--- config.mk ---
export PLATFORM = sky130hd
export DESIGN_NAME = clk_div_multi_flat
export DESIGN_NICKNAME = d
export VERILOG_FILES = /design/src/rtl/clk_div_multi_if.sv /design/src/rtl/clk_div_multi.sv /design/src/flat_wrapper.sv
export SDC_FILE = /design/constraint.sdc
export NUM_CORES = 1
export LEC_CHECK = 0
export BUFFER_PORTS_ARGS = -buffer_cell sky130_fd_sc_hd__buf_2
export CORE_MARGIN = 2
export CORE_UTILIZATION = 30
export CTS_CLUSTER_DIAMETER = 50
export DETAILED_ROUTE_END_ITERATION = 10
export PLACE_DENSITY_LB_ADDON = 0.05
export SLEW_MARGIN = 20
export SYNTH_ARGS = -nofsm -noshare
export SYNTH_HDL_FRONTEND = slang
export SYNTH_SLANG_ARGS = --single-unit
--- constraint.sdc ---
create_clock -name clk_in -period 5.2 [get_ports clk_in]
set_input_delay 0.52 -clock clk_in [delete_from_list [all_inputs] [get_ports clk_in]]
set_output_delay 0.52 -clock clk_in [all_outputs]
set_load 0.01 [all_outputs]
--- src/rtl/clk_div_multi_if.sv ---
// Divisor configuration port for clk_div_multi.
//   cfg_valid : write request from the master
//   cfg_ready : write can be accepted (driven combinationally by the divider)
//   cfg_ch    : target channel of the write
//   cfg_div   : new half-period divisor, 0 halts the channel
// Modports: master (drives the request), slave (the divider).
interface clk_div_multi_if #(
  parameter int unsigned NUM_CH = 4,
  parameter int unsigned CNT_W  = 32
);
  localparam int unsigned CH_W = (NUM_CH > 1) ? $clog2(NUM_CH) : 1;

  logic             cfg_valid;
  logic             cfg_ready;
  logic [CH_W-1:0]  cfg_ch;
  logic [CNT_W-1:0] cfg_div;

  modport master (
    output cfg_valid,
    output cfg_ch,
    output cfg_div,
    input  cfg_ready
  );

  modport slave (
    input  cfg_valid,
    input  cfg_ch,
    input  cfg_div,
    output cfg_ready
  );
endinterface

--- src/rtl/clk_div_multi.sv ---
// Multi-channel programmable clock divider.
// Each of NUM_CH channels produces a square wave with a half-period of active_div cycles and a
// one-cycle tick on every clk_out edge. Divisor writes land in a shadow register and are
// applied only at a half-period boundary (or at once while the channel is stopped), so the
// output never glitches.
// Ports:
//   clk_in     : system clock, rising edge
//   rst        : synchronous active-high reset
//   sync_pulse : phase-align all enabled channels (only with CLKDIV_SYNC_EN defined)
//   ch_en      : per-channel run enable
//   cfg        : divisor write port (clk_div_multi_if.slave)
//   clk_out    : divided square waves, registered
//   tick       : one-cycle pulse coincident with each clk_out edge, registered
//   pending    : per-channel divisor write waiting for its boundary
// Optional feature macro: CLKDIV_SYNC_EN adds the sync_pulse input.
module clk_div_multi #(
  parameter int unsigned NUM_CH      = 4,
  parameter int unsigned CNT_W       = 32,
  parameter int unsigned DEFAULT_DIV = 50_000_000
) (
  input  logic              clk_in,
  input  logic              rst,
`ifdef CLKDIV_SYNC_EN
  input  logic              sync_pulse,
`endif
  input  logic [NUM_CH-1:0] ch_en,
  clk_div_multi_if.slave    cfg,
  output logic [NUM_CH-1:0] clk_out,
  output logic [NUM_CH-1:0] tick,
  output logic [NUM_CH-1:0] pending
);

  localparam int unsigned CH_W = (NUM_CH > 1) ? $clog2(NUM_CH) : 1;
  localparam logic [CNT_W-1:0] DefDiv = CNT_W'(DEFAULT_DIV);

  logic [CNT_W-1:0]  cnt_q    [NUM_CH];
  logic [CNT_W-1:0]  cnt_d    [NUM_CH];
  logic [CNT_W-1:0]  active_q [NUM_CH];
  logic [CNT_W-1:0]  active_d [NUM_CH];
  logic [CNT_W-1:0]  shadow_q [NUM_CH];
  logic [CNT_W-1:0]  shadow_d [NUM_CH];
  logic [NUM_CH-1:0] pend_q, pend_d;
  logic [NUM_CH-1:0] clk_q, clk_d;
  logic [NUM_CH-1:0] tick_q, tick_d;

  // Out-of-range channel numbers are always ready and their writes are dropped.
  logic ch_in_range;
  assign ch_in_range   = ({1'b0, cfg.cfg_ch} < (CH_W + 1)'(NUM_CH));
  assign cfg.cfg_ready = ch_in_range ? ~pend_q[cfg.cfg_ch] : 1'b1;

  always_comb begin
    logic apply;
    logic run;
    logic accept;

    cnt_d    = cnt_q;
    active_d = active_q;
    shadow_d = shadow_q;
    pend_d   = pend_q;
    clk_d    = clk_q;
    tick_d   = '0;

    for (int unsigned i = 0; i < NUM_CH; i++) begin
      apply  = 1'b0;
      run    = ch_en[i] && (active_q[i] != '0);
      accept = cfg.cfg_valid && cfg.cfg_ready && ch_in_range && (cfg.cfg_ch == CH_W'(i));

`ifdef CLKDIV_SYNC_EN
      if (sync_pulse && ch_en[i]) begin
        cnt_d[i] = '0;
        clk_d[i] = 1'b0;
        apply    = pend_q[i];
      end else
`endif
      if (run) begin
        if (cnt_q[i] == active_q[i] - CNT_W'(1)) begin
          // Half-period boundary: the only point where a running channel may change divisor.
          cnt_d[i]  = '0;
          clk_d[i]  = ~clk_q[i];
          tick_d[i] = 1'b1;
          apply     = pend_q[i];
        end else begin
          cnt_d[i] = cnt_q[i] + CNT_W'(1);
        end
      end else begin
        cnt_d[i] = '0;
        clk_d[i] = 1'b0;
        apply    = pend_q[i];
      end

      if (apply) begin
        active_d[i] = shadow_q[i];
        pend_d[i]   = 1'b0;
      end
      // accept implies pend_q[i] == 0, so it never collides with apply.
      if (accept) begin
        shadow_d[i] = cfg.cfg_div;
        pend_d[i]   = 1'b1;
      end
    end
  end

  always_ff @(posedge clk_in) begin
    if (rst) begin
      cnt_q    <= '{default: '0};
      active_q <= '{default: DefDiv};
      shadow_q <= '{default: DefDiv};
      pend_q   <= '0;
      clk_q    <= '0;
      tick_q   <= '0;
    end else begin
      cnt_q    <= cnt_d;
      active_q <= active_d;
      shadow_q <= shadow_d;
      pend_q   <= pend_d;
      clk_q    <= clk_d;
      tick_q   <= tick_d;
    end
  end

  assign clk_out = clk_q;
  assign tick    = tick_q;
  assign pending = pend_q;

endmodule

--- src/flat_wrapper.sv ---
// flat-port wrapper written by rule: the top's interface ports become plain ports
module clk_div_multi_flat 
#(
  parameter int unsigned NUM_CH      = 4,
  parameter int unsigned CNT_W       = 32,
  parameter int unsigned DEFAULT_DIV = 50_000_000
)
  (clk_in, rst, ch_en, clk_out, tick, pending, cfg_cfg_valid, cfg_cfg_ch, cfg_cfg_div, cfg_cfg_ready);
  clk_div_multi_if #(.NUM_CH(NUM_CH), .CNT_W(CNT_W)) cfg_i ();
  input  logic clk_in;
  input  logic rst;
  input  logic [NUM_CH-1:0] ch_en;
  output logic [NUM_CH-1:0] clk_out;
  output logic [NUM_CH-1:0] tick;
  output logic [NUM_CH-1:0] pending;
  input wire logic [$bits(cfg_i.cfg_valid)-1:0] cfg_cfg_valid;
  input wire logic [$bits(cfg_i.cfg_ch)-1:0] cfg_cfg_ch;
  input wire logic [$bits(cfg_i.cfg_div)-1:0] cfg_cfg_div;
  output wire logic [$bits(cfg_i.cfg_ready)-1:0] cfg_cfg_ready;
  assign cfg_i.cfg_valid = cfg_cfg_valid;
  assign cfg_i.cfg_ch = cfg_cfg_ch;
  assign cfg_i.cfg_div = cfg_cfg_div;
  assign cfg_cfg_ready = cfg_i.cfg_ready;
  clk_div_multi #(.NUM_CH(NUM_CH), .CNT_W(CNT_W), .DEFAULT_DIV(DEFAULT_DIV)) u_core (.clk_in(clk_in), .rst(rst), .ch_en(ch_en), .cfg(cfg_i), .clk_out(clk_out), .tick(tick), .pending(pending));
endmodule
# == Word-level counts from Yosys, hierarchy flattened ==
# Cells that the tools add are included.
# totals
reg_bits,396
elab_cells,97
# op_classes
addsub,8
order_cmp,1
eq_ne,7
mux,22
bitwise_logic,9
n_reduce_logical,26
# ops
operator,n
32-bit by 1-bit adder with 32-bit output (second input constant),4
32-bit == test,4
32-bit nonzero test,4
32-bit by 1-bit subtractor with 32-bit output (second input constant),4
1-bit 2-to-1 mux,21
3-bit OR reduction,4
1-bit logical AND,9
1-bit NOT,9
2-bit nonzero test,4
2-bit OR reduction,4
2-bit == test (second input constant),2
2-bit by 3-bit < comparator with 1-bit output (second input constant),1
1-bit binary-select mux with 2-bit select,1
2-bit by 1-bit == test with 1-bit output (second input constant),1
2-bit logical NOT,1

# == Logic depth before layout (Yosys ltp) ==
# depth
depth_word,6
ltp_mapped,15
ltp_nobuf,11

# == Least setup slack after synthesis ==
# No wires, ideal clock.
# synth_timing
kind,reg2reg
from,register u_core.active_q[64] (netlist name)
to,register u_core.active_q[84] (netlist name)
setup_ns,0.120
arrival_time_ns,3.722
path_slack_ns,1.359
path_stages_with_launch,13
path_buffers,1
synth_period_minus_slack_ns,3.841
cell_sequence,dfxtp_1 > inv_1 > ha_1 > or4b_4 > nor4_4 > nand3_1 > or4_1 > a221o_1 > or4_4 > o31ai_4 > buf_6 > nor2_1 > a211o_1
# synth_between
elab_chain_cells,4
# synth_lines
element,line,text
from (decl),clk_div_multi.sv:38,logic [CNT_W-1:0] active_q [NUM_CH];
from (signal assigned),clk_div_multi.sv:113,active_q <= active_d;
32-bit by 1-bit subtractor with 32-bit output,clk_div_multi.sv:76,if (cnt_q[i] == active_q[i] - CNT_W'(1)) begin
32-bit == test,clk_div_multi.sv:76,
1-bit 2-to-1 mux,clk_div_multi.sv:76,
1-bit 2-to-1 mux (*),clk_div_multi.sv:75,if (run) begin
# Mark *: on every way between the ends. The rest lies on a longest branch, timed or not.
# A chain may end at the register's enable or synchronous reset.

# == Worst setup path in the final report ==
# Same ends and word-level chain as after synthesis.

==> reports/summary.txt <==
reg2reg end: u_core.active_q[84]
Reg clk slew, reported paths: 0.06 ns
critical path class: flop to flop
vias per cell: 4.96
CP Launch Type: flop
commonest non-fill, non-tap cells in the layout: 407 x nand2_1, 395 x dfxtp_1, 345 x nor2_1
pin count of the biggest net entering global routing: 114
Syn Inst Count: 2609
VDD IR max: 189 uV
pwr dens: 311 nW/um^2
post-cts resize count: 0
worst setup path end: u_core.active_q[84]
critical-path cell list: inv_1 -> ha_1 -> or4b_4 -> nor4_4 -> nand3_1 -> or4_1 -> a221o_1 -> or4_4 -> o31ai_4 -> buf_4 -> nor2_1 -> a211o_1
placed cell areas: 21600 sq um
drc violations: 0
root buffer cell: clkbuf_16
Post-DRT Antenna Nets: 0
Area contributors post-synth: dfxtp_1 39%, nand2_1 7.4%, xnor2_1 6.7%
slowest cell on the critical path: or4b_4
syn avg cell area: 7.88 sq um
hold buffer count at CTS: 0
sequential cell area fraction in the yosys report: 38.5%
fmax: 225 MHz
Crit path buffers/inverters: 2
final wirelength: 61.1 mm
Die ar.: 70700 sq um
area grow syn2layout: 14.4%
Crit Path Max Fanout: 44
TritonCTS buffer count: 56
vias after detailed routing: 17400
Worst-Margin Slew: 0.987 ns
global-route wire length before repair: 96.2 mm
row cnt: 96
static leakage: 8.36 nW
Data required, critical path: 5.69 ns
total core area: 68200 sq um
remaining global-route overflow: 0
worst min path class: input pin to flop
Starting Density: 30.2%
Setup Buffers After CTS: 0
Finished Layout Cells: 3518
Total Neg Setup Slack: 0 ns
status: finished, final reports clean
clk buf depth: 3
First DRT Iteration DRCs: 1035
vias in the first global route: 16500
Final Max Tran Viols: 0
initial antenna violation count: 2
FF-to-FF path depth: 12
port buffer count: 53
final worst-path cycle share: 85.6%
layout cells sized above 1: 8.77%
clk sinks: 396
Synth area leader: dfxtp_1
reg2reg start: u_core.active_q[64]
Synth Warn #: 0
element type at the critical path end: flop
GRT Total Usage: 17.2%
minimum clock period: 4.45 ns
hold path startpoint: cfg_cfg_div[2]
GRT Max-Usage Layer: met2
die height: 266 um
Synth cell types: 75
slowest stage delay, CP: 0.54 ns
Critical Path Start: u_core.active_q[64]
max_cap viols: 0
Worst-Skew Late Latency: 0.61 ns
Worst EP arrival: 4.94 ns
# fillers: 7164
synthesized cell area: 20600 sq um
CTS H-tree depth: 2
FF-to-FF setup slack: 0.75 ns
CTS tree: done
Final GP Congestion: 0.826
clock skew: 0.0280 ns
M2 GR Usage: 26.1%
Worst slew margin: 34.2%
routing usage on met3: 2.23%
EDFF count, synth: 0
Final Net Count: 2638
Yosys top cell area share: 38.5%
Final Instance Area: 23500 sq um
Crit path max-delay family: simple AND/OR/NAND/NOR gates
Die Wd: 266 um
detailed placement HPWL: 42.3 mm
synthesized flop and latch total: 396
final setup fails: 0
predominant post-synthesis flop cell: dfxtp_1
RSZ-0062 raised after global routing: no
Syn Nets: 2658
Async SR Flop Fraction: 0%
WL/cell: 17.4 um
placed cells: 3413
1st-pass router iterations: 5
most common cell after layout, fill and taps aside: nand2_1
CP Depth: 12
final hold viol count: 0
GR Layer Usage met1: 24.6%
I/O pin count: 54
## per-layer routing
layer	vias up	wire length (um)
met5	-	0
met4	0	2050
met3	94	2430
met2	262	26100
met1	8112	30600
li1	8975	-
## worst register-to-register path, stage by stage, from the launching register on
cell     delay, ns
dfxtp_1       0.36
inv_1         0.08
ha_1          0.24
or4b_4        0.54
nor4_4        0.45
nand3_1       0.20
or4_1         0.50
a221o_1       0.37
or4_4         0.50
o31ai_4       0.17
buf_4         0.52
nor2_1        0.11
a211o_1       0.28
## worst min path at each step
stage	to	slack, ns	depth (start not counted)
floorplan	u_core.active_q[79]	0.44	1
detailed placement	u_core.shadow_q[82]	0.45	2
finish	u_core.shadow_q[34]	0.24	3
CTS	u_core.shadow_q[98]	0.21	3
global route	u_core.shadow_q[29]	0.23	3
global placement	u_core.shadow_q[80]	0.44	2
## power by group
part / internal (mW) / switching [mW]
Sequential: 3.09 / 0.0437
Clock: 2.40 / 1.47
Combinational: 0.0948 / 0.219
## cells by family (layout without fill, tap and decap cells)
logic type / Yosys count / count (layout) / share of synthesized area, %
simple gates: 1340 / 1340 / 32.0
flops: 396 / 396 / 38.5
xor+xnor: 288 / 288 / 12.3
compound gates: 281 / 281 / 8.50
buf+inv: 210 / 235 / 3.99
mux: 85 / 85 / 4.18
fa+ha+maj: 9 / 9 / 0.535
other cells: 0 / 2 / 0
## layout make-up
class	count	area, sq um	share of cell area [%]
antenna	2	5.00	0.0213
clock buffer	77	1590	6.77
clock inverter	26	317	1.34
inverter	48	180	0.765
multi-input combinational	2003	11900	50.5
sequential	396	7930	33.7
tap	882	1100	4.69
timing repair buffer	84	533	2.26
## metrics by stage
step / utilization (%) / hold slack, ns / setup slack, ns / total power, mW
3_5_place_dp: 31.7 / 0.447 / 0.778 / 3.52
5_1_grt: 34.5 / 0.234 / 0.511 / 7.62
6_report: 34.5 / 0.244 / 0.747 / 7.32
3_3_place_gp: 31.7 / 0.443 / 0.878 / 3.51
4_1_cts: 34.5 / 0.209 / 0.757 / 7.46
2_1_floorplan: - / 0.435 / 1.36 / 3.38
## state kept, by name, indices dropped and copies added, names as in the netlist
name             count
u_core.pending       4
u_core.active_q    128
u_core.shadow_q    128
u_core.tick          4
u_core.cnt_q       128
u_core.clk_out       4
## Yosys cell counts, drive strengths merged, types with 3 or more instances
| library cell | instances |
|---|---|
| a311oi | 3 |
| ha | 8 |
| nor4b | 8 |
| nor4 | 44 |
| o32ai | 3 |
| a32oi | 5 |
| o22ai | 4 |
| xor2 | 130 |
| nand2b | 13 |
| and3 | 40 |
| and2 | 3 |
| inv | 48 |
| a211o | 16 |
| mux2 | 8 |
| buf | 17 |
| nand4 | 36 |
| or4 | 45 |
| nor3b | 39 |
| o211ai | 9 |
| or3b | 9 |
| nand4b | 7 |
| a2111oi | 4 |
| nand3 | 113 |
| nor2 | 345 |
| or4b | 19 |
| o2111ai | 3 |
| clkbuf | 145 |
| nand2 | 407 |
| and4 | 11 |
| o311ai | 6 |
| nor3 | 113 |
| a21oi | 146 |
| o21ai | 32 |
| or2 | 7 |
| dfxtp | 396 |
| o31ai | 15 |
| xnor2 | 158 |
| a31oi | 7 |
| mux2i | 77 |
| nor2b | 9 |
| nand3b | 48 |
| or3 | 20 |
Note: power is estimated with default switching activity, not from simulation.
